## config.mk

```make
export PLATFORM = sky130hd
export DESIGN_NAME = seq_frame_tx
export DESIGN_NICKNAME = d
export VERILOG_FILES = /design/src/rtl/seq_pkg.sv /design/src/rtl/seq_bit_counter.sv /design/src/rtl/seq_frame_tx.sv
export SDC_FILE = /design/constraint.sdc
export NUM_CORES = 1
export LEC_CHECK = 0
export BUFFER_PORTS_ARGS = -buffer_cell sky130_fd_sc_hd__clkbuf_2
export CORE_MARGIN = 3
export CORE_UTILIZATION = 50
export DETAILED_ROUTE_END_ITERATION = 8
export PLACE_DENSITY = 0.76
export SYNTH_ARGS = -nofsm -noshare
export SYNTH_HDL_FRONTEND = slang
export SYNTH_SLANG_ARGS = --single-unit
export TNS_END_PERCENT = 50
```

## constraint.sdc

```tcl
create_clock -name clk -period 2.82 [get_ports clk]
set_input_delay 0.423 -clock clk [delete_from_list [all_inputs] [get_ports clk]]
set_output_delay 0.423 -clock clk [all_outputs]
set_load 0.02 [all_outputs]
```

## src/rtl/seq_pkg.sv

```systemverilog
`default_nettype none
// ============================================================================
// Module   : seq_pkg
// Brief    : Shared definitions for the serial sync-word frame transmitter and
//            the matching detector: FSM state encoding, sync word, helpers.
// Revision : 1.0  initial release
// ============================================================================
package seq_pkg;

  // Transmitter phase encoding
  typedef enum logic [1:0] {
    ST_IDLE = 2'd0,
    ST_SYNC = 2'd1,
    ST_DATA = 2'd2,
    ST_GAP  = 2'd3
  } state_e;

  // Sync word shared by both ends of the link so they cannot diverge
  localparam logic [3:0] SYNC_WORD = 4'b1011;

  // Counter width able to hold the longest phase length minus one
  function automatic int cnt_width(input int a, input int b, input int c);
    int m;
    m = 2;
    if (a > m) m = a;
    if (b > m) m = b;
    if (c > m) m = c;
    return $clog2(m);
  endfunction

endpackage
`default_nettype wire

```

## src/rtl/seq_bit_counter.sv

```systemverilog
`default_nettype none
// ============================================================================
// Module   : seq_bit_counter
// Brief    : Loadable down-counter with a zero flag and a look-ahead zero flag,
//            reused for the sync, payload and gap phases.
// Revision : 1.0  initial release
// ============================================================================
module seq_bit_counter #(
  parameter int W = 3
) (
  input  logic         clk,
  input  logic         rst,
  input  logic         load,
  input  logic [W-1:0] load_val,
  input  logic         dec,
  output logic [W-1:0] count,
  output logic         zero,
  output logic         zero_next
);

  logic [W-1:0] count_q;
  logic [W-1:0] count_d;

  // Next count: load has priority; decrement saturates at zero so it never wraps
  always_comb begin
    count_d = count_q;
    if (load) begin
      count_d = load_val;
    end else if (dec && (count_q != '0)) begin
      count_d = count_q - 1'b1;
    end
  end

  // Count register
  always_ff @(posedge clk or posedge rst) begin
    if (rst) begin
      count_q <= '0;
    end else begin
      count_q <= count_d;
    end
  end

  assign count     = count_q;
  assign zero      = (count_q == '0);
  assign zero_next = (count_d == '0);

endmodule
`default_nettype wire

```

## src/rtl/seq_frame_tx.sv

```systemverilog
`default_nettype none
// ============================================================================
// Module   : seq_frame_tx
// Brief    : Serial frame transmitter. Accepts a payload over valid/ready and
//            sends sync word + payload MSB first, followed by a zero idle gap.
// Revision : 1.0  initial release
// ============================================================================
module seq_frame_tx
  import seq_pkg::*;
#(
  parameter int                SYNC_W   = 4,
  parameter logic [SYNC_W-1:0] SYNC     = SYNC_W'(SYNC_WORD),
  parameter int                DATA_W   = 8,
  parameter int                GAP_BITS = 2
) (
  input  logic              clk,
  input  logic              rst,
  input  logic [DATA_W-1:0] in_data,
  input  logic              in_valid,
  output logic              in_ready,
  output logic              out,
  output logic              out_valid,
  output logic              busy,
  output logic              done
);

  localparam int SR_W     = SYNC_W + DATA_W;
  localparam int CNT_W    = cnt_width(SYNC_W, DATA_W, GAP_BITS);
  localparam int GAP_LOAD = (GAP_BITS > 0) ? GAP_BITS - 1 : 0;

  localparam logic [CNT_W-1:0] SYNC_CNT = CNT_W'(SYNC_W - 1);
  localparam logic [CNT_W-1:0] DATA_CNT = CNT_W'(DATA_W - 1);
  localparam logic [CNT_W-1:0] GAP_CNT  = CNT_W'(GAP_LOAD);

  state_e            state_q, state_d;
  logic [SR_W-1:0]   shift_q, shift_d;
  logic              out_valid_q, out_valid_d;
  logic              busy_q, busy_d;
  logic              done_q, done_d;

  logic              cnt_load;
  logic [CNT_W-1:0]  cnt_load_val;
  logic              cnt_dec;
  logic [CNT_W-1:0]  cnt_value;
  logic              cnt_zero;
  logic              cnt_zero_next;

  // Phase length counter shared by all three phases
  seq_bit_counter #(
    .W (CNT_W)
  ) u_cnt (
    .clk       (clk),
    .rst       (rst),
    .load      (cnt_load),
    .load_val  (cnt_load_val),
    .dec       (cnt_dec),
    .count     (cnt_value),
    .zero      (cnt_zero),
    .zero_next (cnt_zero_next)
  );

  // Next-state, shifter and counter control. The shifter fills with zeros, so
  // once sync and payload are out its MSB stays 0 through the gap and idle.
  always_comb begin
    state_d      = state_q;
    shift_d      = shift_q;
    cnt_load     = 1'b0;
    cnt_load_val = '0;
    cnt_dec      = 1'b0;

    case (state_q)
      ST_IDLE: begin
        if (in_valid) begin
          shift_d      = {SYNC, in_data};
          state_d      = ST_SYNC;
          cnt_load     = 1'b1;
          cnt_load_val = SYNC_CNT;
        end
      end
      ST_SYNC: begin
        shift_d = {shift_q[SR_W-2:0], 1'b0};
        if (cnt_zero) begin
          state_d      = ST_DATA;
          cnt_load     = 1'b1;
          cnt_load_val = DATA_CNT;
        end else begin
          cnt_dec = 1'b1;
        end
      end
      ST_DATA: begin
        shift_d = {shift_q[SR_W-2:0], 1'b0};
        if (cnt_zero) begin
          if (GAP_BITS > 0) begin
            state_d      = ST_GAP;
            cnt_load     = 1'b1;
            cnt_load_val = GAP_CNT;
          end else begin
            state_d = ST_IDLE;
          end
        end else begin
          cnt_dec = 1'b1;
        end
      end
      ST_GAP: begin
        if (cnt_zero) begin
          state_d = ST_IDLE;
        end else begin
          cnt_dec = 1'b1;
        end
      end
      default: begin
        state_d  = ST_IDLE;
        shift_d  = '0;
        cnt_load = 1'b1;
      end
    endcase
  end

  // Registered status outputs, decoded from the upcoming state so they line up
  // with the bit leaving the shifter
  always_comb begin
    out_valid_d = (state_d == ST_SYNC) || (state_d == ST_DATA);
    busy_d      = (state_d != ST_IDLE);
    done_d      = (state_d == ST_DATA) && cnt_zero_next;
  end

  // State and output registers
  always_ff @(posedge clk or posedge rst) begin
    if (rst) begin
      state_q     <= ST_IDLE;
      shift_q     <= '0;
      out_valid_q <= 1'b0;
      busy_q      <= 1'b0;
      done_q      <= 1'b0;
    end else begin
      state_q     <= state_d;
      shift_q     <= shift_d;
      out_valid_q <= out_valid_d;
      busy_q      <= busy_d;
      done_q      <= done_d;
    end
  end

  assign out       = shift_q[SR_W-1];
  assign out_valid = out_valid_q;
  assign busy      = busy_q;
  assign done      = done_q;
  assign in_ready  = (state_q == ST_IDLE);

endmodule
`default_nettype wire

```

### Word-level counts from Yosys, hierarchy flattened

Index checks and enable logic that the tools add are counted.

* add/sub/neg operators: 1
* reduce and logical (&&, ||, !) cells: 12
* muxes and demuxes: 18
* eq/ne operators: 6

Operators by type and width (number)
* case mux 12 bit (2 select lines): 1
* two-way mux 12 bit: 1
* two-way mux 2 bit: 5
* two-way mux 3 bit: 3
* case mux 3 bit (3 select lines): 1
* case mux 2 bit (4 select lines): 1
* equality test 2 bit (second input constant): 3
* zero test 3 bit: 2
* two-way mux 1 bit: 5
* equality test 2 x 1 -> 1 bit (second input constant): 2
* nonzero test 2 bit: 2
* nonzero test 3 bit: 1
* OR reduction 3 bit: 1
* subtractor 3 x 1 -> 3 bit (second input constant): 1
* logical AND 1 bit: 2
* zero test 2 bit: 1
* inequality test 2 bit (second input constant): 1
* case mux 1 bit (2 select lines): 1
* AND reduction 2 bit: 1
* OR reduction 2 bit: 1
* logical OR 1 bit: 1

* output and inout port bits: 5
* logic and storage cells: 43
* bits in registers: 20

### Logic depth before layout (Yosys ltp)

Gate-level depths: netlist (run 1).

* word-level depth: 8
* mapped depth: 11
* depth with buffers taken out: 10

### Hierarchy

A second synthesis (run 1) with hierarchy kept.

* cell total of the unflattened synthesis: 115
* area total of the unflattened synthesis: 1139.8 µm²

By module, submodules not included
* seq_frame_tx: instances 1, area an instance 909.6 µm², seq. area each 425.4 µm², cells each 90
* seq_bit_counter: instances 1, area an instance 230.2 µm², seq. area each 75.1 µm², cells each 25

### Worst setup path before layout (run 1)

OpenSTA, ideal clock, no wires.

* path type: flip-flop to flip-flop
* start point: register u_cnt.count_q[0] (netlist: u_cnt.count[0])
* end point: register done_q (netlist: done)
* required time: 2.700 ns
* path buffers: 1
* library setup time: 0.120 ns
* period minus slack after synthesis: 1.929 ns
* path slack: 0.891 ns
* stages on the path, launching flop included: 12
* arrival time: 1.809 ns
* cells stage by stage: dfrtp_1 -> inv_1 -> ha_1 -> nor2b_1 -> buf_6 -> nand2b_1 -> a21oi_1 -> o31a_1 -> ha_1 -> inv_1 -> nor2_1 -> a31o_1

RTL lines
* start, declared: line seq_bit_counter.sv:21 `logic [W-1:0] count_q;`
* start signal, assigned: line seq_bit_counter.sv:39 `count_q <= count_d;`
* zero test 3 bit *: line seq_bit_counter.sv:44 `assign zero = (count_q == '0);`
* two-way mux 2 bit, on equally long branches: line seq_frame_tx.sv:105, seq_frame_tx.sv:82, seq_frame_tx.sv:92
* case mux 2 bit (4 select lines) *: line seq_frame_tx.sv:71 `case (state_q)`
* net state_d[1]: line seq_frame_tx.sv:35 `state_e state_q, state_d;`
* equality test 2 bit *: line seq_frame_tx.sv:124 `done_d = (state_d == ST_DATA) && cnt_zero_next;`
* logical AND 1 bit *: line seq_frame_tx.sv:124
* net done_d: line seq_frame_tx.sv:39 `logic done_q, done_d;`
* end signal, assigned: line seq_frame_tx.sv:140 `done_q <= done_d;`
* end, declared: line seq_frame_tx.sv:39

Mark *: on every way through the listed nets, which the timed path passes. The rest lies on a longest branch.
A chain may end at the register's enable or synchronous reset.

### Worst setup path in the final report (run 1)

* start point: register u_cnt.count_q[0] (netlist: u_cnt.count[0])
* end point: register done_q (netlist: done)

* word-level cells in the longest chain between the ends: 8

RTL lines
* zero test 3 bit: line seq_bit_counter.sv:44
* two-way mux 1 bit: line seq_frame_tx.sv:82, seq_frame_tx.sv:92, seq_frame_tx.sv:105
* two-way mux 1 bit
* logical AND 1 bit: line seq_bit_counter.sv:29 `end else if (dec && (count_q != '0)) begin`
* two-way mux 3 bit: line seq_bit_counter.sv:29
* two-way mux 3 bit: line seq_bit_counter.sv:27 `if (load) begin`
* zero test 3 bit: line seq_bit_counter.sv:45 `assign zero_next = (count_d == '0);`
* logical AND 1 bit *: line seq_frame_tx.sv:124
* net done_d: line seq_frame_tx.sv:39

Marks and branches as above.

==> results of run 1 <==
==> cells in the final DEF, fill, tap and decap left out, types with 2 or more instances in the layout <==
cell type / count
mux2i_1: 7
nor2_1: 9
nor3_1: 3
o31ai_1: 2
o21a_1: 3
ha_1: 9
a31oi_1: 3
clkbuf_2: 15
o21ai_0: 11
inv_1: 14
clkbuf_4: 3
a21oi_1: 6
nor2b_1: 2
nand2_1: 9
dfrtp_1: 20
==> state kept, by name, indices dropped and copies added, names as in the netlist <==
register	count
busy	1
done	1
out_valid	1
shift_q	12
state_q	2
u_cnt.count	3
==> worst min path at each step <==
stage / startpoint / to / slack, ps / cells past startpoint
after global routing: rst / shift_q[10] / 260 / 2
after global placement: shift_q[4] / shift_q[4] / 460 / 2
after floorplan: rst / busy / 390 / 1
final: rst / shift_q[9] / 210 / 2
after detailed placement: shift_q[4] / shift_q[4] / 480 / 2
after CTS: rst / shift_q[9] / 240 / 2
==> critical path: stages (launching register included) <==
cell	delay [ps]
dfrtp_1	390
inv_1	130
ha_1	230
nor2b_1	490
nor2_1	140
a21oi_1	210
o32ai_1	150
ha_1	240
inv_1	50
nor2_1	40
a31o_1	180
==> final cells by class <==
cell class	count	area, µm²	area share (%)
well taps	27	33.8	2.73
flip-flops and latches	20	500	40.5
repair buffers	16	82.6	6.68
clock buffers	3	22.5	1.82
multi-input cells	80	544	44.0
inverters	14	52.6	4.25
==> where the power goes <==
part | switching (mW) | internal [mW] | leakage, nW | total [mW]
logic | 0.634 | 0.433 | 0.346 | 1.07
clock network | 0.0850 | 0.0498 | 0.0138 | 0.135
registers | 0.0803 | 0.434 | 0.240 | 0.515
total | 0.800 | 0.918 | 0.600 | 1.72
==> stage by stage <==
stage	hold WS, ps	std cells	util (%)
6_report	210	160	60.5
5_1_grt	263	160	60.5
3_5_place_dp	476	157	59.4
3_3_place_gp	461	157	59.4
2_1_floorplan	387	119	-
4_1_cts	238	160	60.5
==> cells by family after synthesis <==
family	Yosys count
adder cells (fa/ha/maj)	9
XOR/XNOR	1
buffers and inverters	19
AO/OA/AOI/OAI	34
AND/OR/NAND/NOR	29
multiplexers	7
flip-flops	20
==> layer usage <==
metal  track usage, %  vias up
met1             23.4      395
met5                0        -
met4             11.1        0
met3             2.77        5
met2             29.2       23
li1                 -      441
==> reports/metrics.csv, run 1 <==
metric;value;unit
Die W;53.5;µm
Worst-Margin Slew;735;ps
post-route cell area;1240;µm²
core area;2040;µm²
endpoints failing setup;0;
Slew HR;50.9;%
vias post-DR;864;
Initial Util;55.3;%
status;completed;
clock root cell;clkbuf_4;
Crit Path Class;reg -> reg;
startpoint types;flip-flop;
Bufs on Longest Clock Path;2;
post-CTS setup buffer count;0;
Syn Area/Cell;9.49;µm²
post-synthesis sequential area ratio;44.3;%
Setup Skew;0.900;ps
# clock sinks;20;
Setup crit end;done;
Worst Slack Setup Final;478;ps
met3 wire length;79;µm
mux cell area share after synthesis;6.20;%
number of synthesized flops with an enable pin;0;
antenna violations before repair;0;
yosys warns;0;
Compound-Gate Fraction of Synth Area;19.0;%
Filler Cells Inserted;182;
synth top area cells;dfrtp_1, ha_1, mux2i_1;
Crit. End Element;flip-flop;
Post-synth top cells;dfrtp_1, inv_1, o21ai_0;
Num CTS Buffers;3;
FMAX;427;MHz
Synth Cell Area;1130;µm²
Max Fanout on Critical Path;9;
Vias/cell;5.40;
layout cells sized above 1;16.5;%
Area after DPL;1210;µm²
top cell type by total area after synthesis;dfrtp_1;
cts hold-fix bufs;0;
highest metal used;met4;
Max-Cap Viols;0;
min Tclk post-route;2340;ps
CTS clk-pin slew, worst paths;110;ps
Hold Path Class;in -> async;
routed len/inst;12.9;µm
pin count of the biggest net entering global routing;21;
RePlAce Congestion;0.820;
initial DRC count;19;
Detail Route Antenna Nets;0;
Final HPWL DP;1550;µm
met2 routed WL;952;µm
Arr. time, crit path;2540;ps
insertion delay to the later sink of the worst-skew pair;300;ps
Area Overhead vs Synth;9.41;%
worst reg2reg setup slack;480;ps
Die Y;53.5;µm
final hold vios;0;
main combinational cell family by area after synthesis;compound AO/OA/AOI/OAI gates;
reg2reg end;done;
Synth Instances;119;
DRC violations left;0;
Pwr per Cell Area;1390;nW/µm²
total grt overflow;0;
I/O pin count;16;
Synth Area in Simple Gates;12.2;%
die area;2870;µm²
R2R Path Start;u_cnt.count[0];
drt pass-1 iters;4;
syn nets;139;
# diodes;0;
maximum vdd drop;1.03;mV
Critical Path RT;3020;ps
Place WS;484;ps
vias in the first global route;906;
Post-Synth Adder-Cell Area;9.97;%
post-cts gate resize count;0;
area share of the largest cell type after synthesis;44.3;%
port bufs;15;
nets@finish;155;
first-pass GRT wire length;3790;µm
ys flop type;dfrtp_1;
CP Launch Point;u_cnt.count[0];
XOR/XNOR share of the synthesized area;0.775;%
R2R depth;10;
Leak Pwr;0.600;nW
DRT Wirelength;2060;µm
FP Rows;16;
Pwr Total;1.72;mW
TritonCTS clock tree;done;
top-count cell post-synth;dfrtp_1;
Final period util;83.0;%
met1 WL;971;µm
H-tree levels;1;
Async SR Flop Fraction;100;%
Synth Register Bits;20;
final slew viol count;0;
RSZ-0062 raised after global routing;no;
setup TNS;0;ps
Unique masters post-synth;33;
global-route usage over all layers;18.3;%
(Power assumes the default switching activity.)
==> inputs of run 2 (changes only) <==
--- a/config.mk
+++ b/config.mk
@@ -5,6 +5,7 @@
 export SDC_FILE = /design/constraint.sdc
 export NUM_CORES = 1
 export LEC_CHECK = 0
+export ABC_AREA = 1
 export BUFFER_PORTS_ARGS = -buffer_cell sky130_fd_sc_hd__clkbuf_2
 export CORE_MARGIN = 3
 export CORE_UTILIZATION = 50
==> constraint.sdc (replaced) <==
create_clock -name clk -period 2.2 [get_ports clk]
set_input_delay 0.33 -clock clk [delete_from_list [all_inputs] [get_ports clk]]
set_output_delay 0.33 -clock clk [all_outputs]
set_load 0.02 [all_outputs]
==> reports/metrics.csv, run 2 <==
metric;value;unit
Detail Route Antenna Nets;0;
final slew viol count;0;
Arr. time, crit path;1990;ps
first-pass GRT wire length;3420;µm
vias in the first global route;826;
DRC violations left;0;
vias post-DR;878;
Post-synth top cells;nand2_1, dfrtp_1, inv_1;
Critical Path RT;2410;ps
Worst-Margin Slew;727;ps
Filler Cells Inserted;190;
cts hold-fix bufs;0;
startpoint types;flip-flop;
Num CTS Buffers;3;
Seq. cell area;500;µm²
Worst Slack Setup Final;418;ps
R2R Path Start;state_q[1];
Place WS;420;ps
Setup Skew;4.21;ps
pin count of the biggest net entering global routing;25;
antenna violations before repair;0;
yosys warns;0;
TritonCTS clock tree;done;
# clock sinks;20;
FMAX;561;MHz
Reg with most FFs;shift_q;
CP Cell Sequence;inv_1 > ha_1 > inv_1 > o21ai_4 > nand3_1 > o21ai_1;
Crit Path Class;reg -> reg;
Syn Area/Cell;8.65;µm²
R2R depth;6;
FP Rows;16;
total grt overflow;0;
initial DRC count;18;
Vias/cell;4.99;
worst-path cell with the longest stage delay;o21ai_4;
status;completed;
max reg flops;12;
most frequent cells in the layout;nand2_1, dfrtp_1, inv_1;
layout cells sized above 1;26.2;%
Synth Register Bits;20;
Area Overhead vs Synth;9.67;%
core area;2060;µm²
nets@finish;171;
area of the multi-input gates;544;µm²
min Tclk post-route;1780;ps
DRT Wirelength;2040;µm
Async SR Flop Fraction;100;%
Die Y;54.0;µm
syn nets;153;
Initial Util;55.8;%
RSZ-0062 raised after global routing;no;
top cell type by total area after synthesis;dfrtp_1;
commonest non-fill, non-tap cell in the layout;nand2_1;
slowest cell delay on critical path;560;ps
CP Launch Point;state_q[1];
Final period util;81.0;%
Bufs on Longest Clock Path;2;
worst reg2reg setup slack;420;ps
ys flop type;dfrtp_1;
Max Fanout on Critical Path;24;
RePlAce Congestion;0.865;
Unique masters post-synth;23;
Crit. End Element;flip-flop;
post-synthesis sequential area ratio;43.5;%
post-cts gate resize count;0;
port bufs;15;
most used cell, CP;inv_1;
# diodes;0;
top-count cell post-synth;nand2_1;
H-tree levels;1;
final hold vios;0;
Slew HR;51.5;%
global-route usage over all layers;16.1;%
endpoints failing setup;0;
die area;2910;µm²
post-CTS setup buffer count;0;
drt pass-1 iters;4;
Die W;54.0;µm
Synth Instances;133;
reg2reg end;shift_q[0];
number of synthesized flops with an enable pin;0;
Synth Cell Area;1150;µm²
Max-Cap Viols;0;
area share of the largest cell type after synthesis;43.5;%
I/O pin count;16;
synth top area cells;dfrtp_1, ha_1, nand2_1;
Hold Path Class;in -> async;
routed len/inst;11.6;µm
Core Util, Final;61.2;%
clock root cell;clkbuf_4;
insertion delay to the later sink of the worst-skew pair;280;ps
setup TNS;0;ps
Setup crit end;shift_q[0];
Final HPWL DP;1610;µm
CTS clk-pin slew, worst paths;110;ps
==> run 2: kinds of logic (layout without fill, tap and decap cells) <==
logic type	Yosys count	after routing	synth area share [%]
AO/OA/AOI/OAI	19	19	13.5
adder cells (fa/ha/maj)	9	9	9.78
buffers and inverters	23	39	9.24
flip-flops	20	20	43.5
AND/OR/NAND/NOR	62	62	24.0
==> run 2: area by class of cell <==
class / instances / area share (%)
repair buffers: 17 / 7.14
flip-flops and latches: 20 / 39.6
multi-input cells: 90 / 43.1
inverters: 19 / 5.65
well taps: 27 / 2.68
clock buffers: 3 / 1.78
==> run 2: stage by stage <==
stage               cells  instance area [µm²]  hold slack, ps
CTS                   176                 1260             158
global placement      173                 1240             460
detailed placement    173                 1240             474
finish                176                 1260             131
global route          176                 1260             179
floorplan             133                 1150             294
==> run 2: critical path: cells and delay by family (launching register included) <==
family / cells / cell delay (ps)
AOI/OAI and AO/OA: 2 / 690
adders and majority gates: 1 / 300
buffers and inverters: 2 / 180
and+or+nand+nor: 1 / 160
DFF: 1 / 390
==> run 2: worst min path at each step <==
stage | startpoint | to | slack (ps) | cells after the start
after floorplan | rst | busy | 290 | 1
after global placement | rst | done | 460 | 2
after detailed placement | rst | u_cnt.count[1] | 470 | 2
after CTS | rst | u_cnt.count[1] | 160 | 2
after global routing | rst | u_cnt.count[1] | 180 | 2
final | rst | shift_q[10] | 130 | 2
==> run 2: metal layers <==
metal	routed length, µm	global-route usage, %	vias to the layer above
met3	91	3.88	2
met2	999	28.6	20
li1	-	-	457
met4	10	2.49	0
met1	940	20.0	399
met5	0	0	-
Power of run 2 is left out: the tool's default activity adds up to more than one toggle a clock period on the data nets, which glitch-free logic cannot reach.
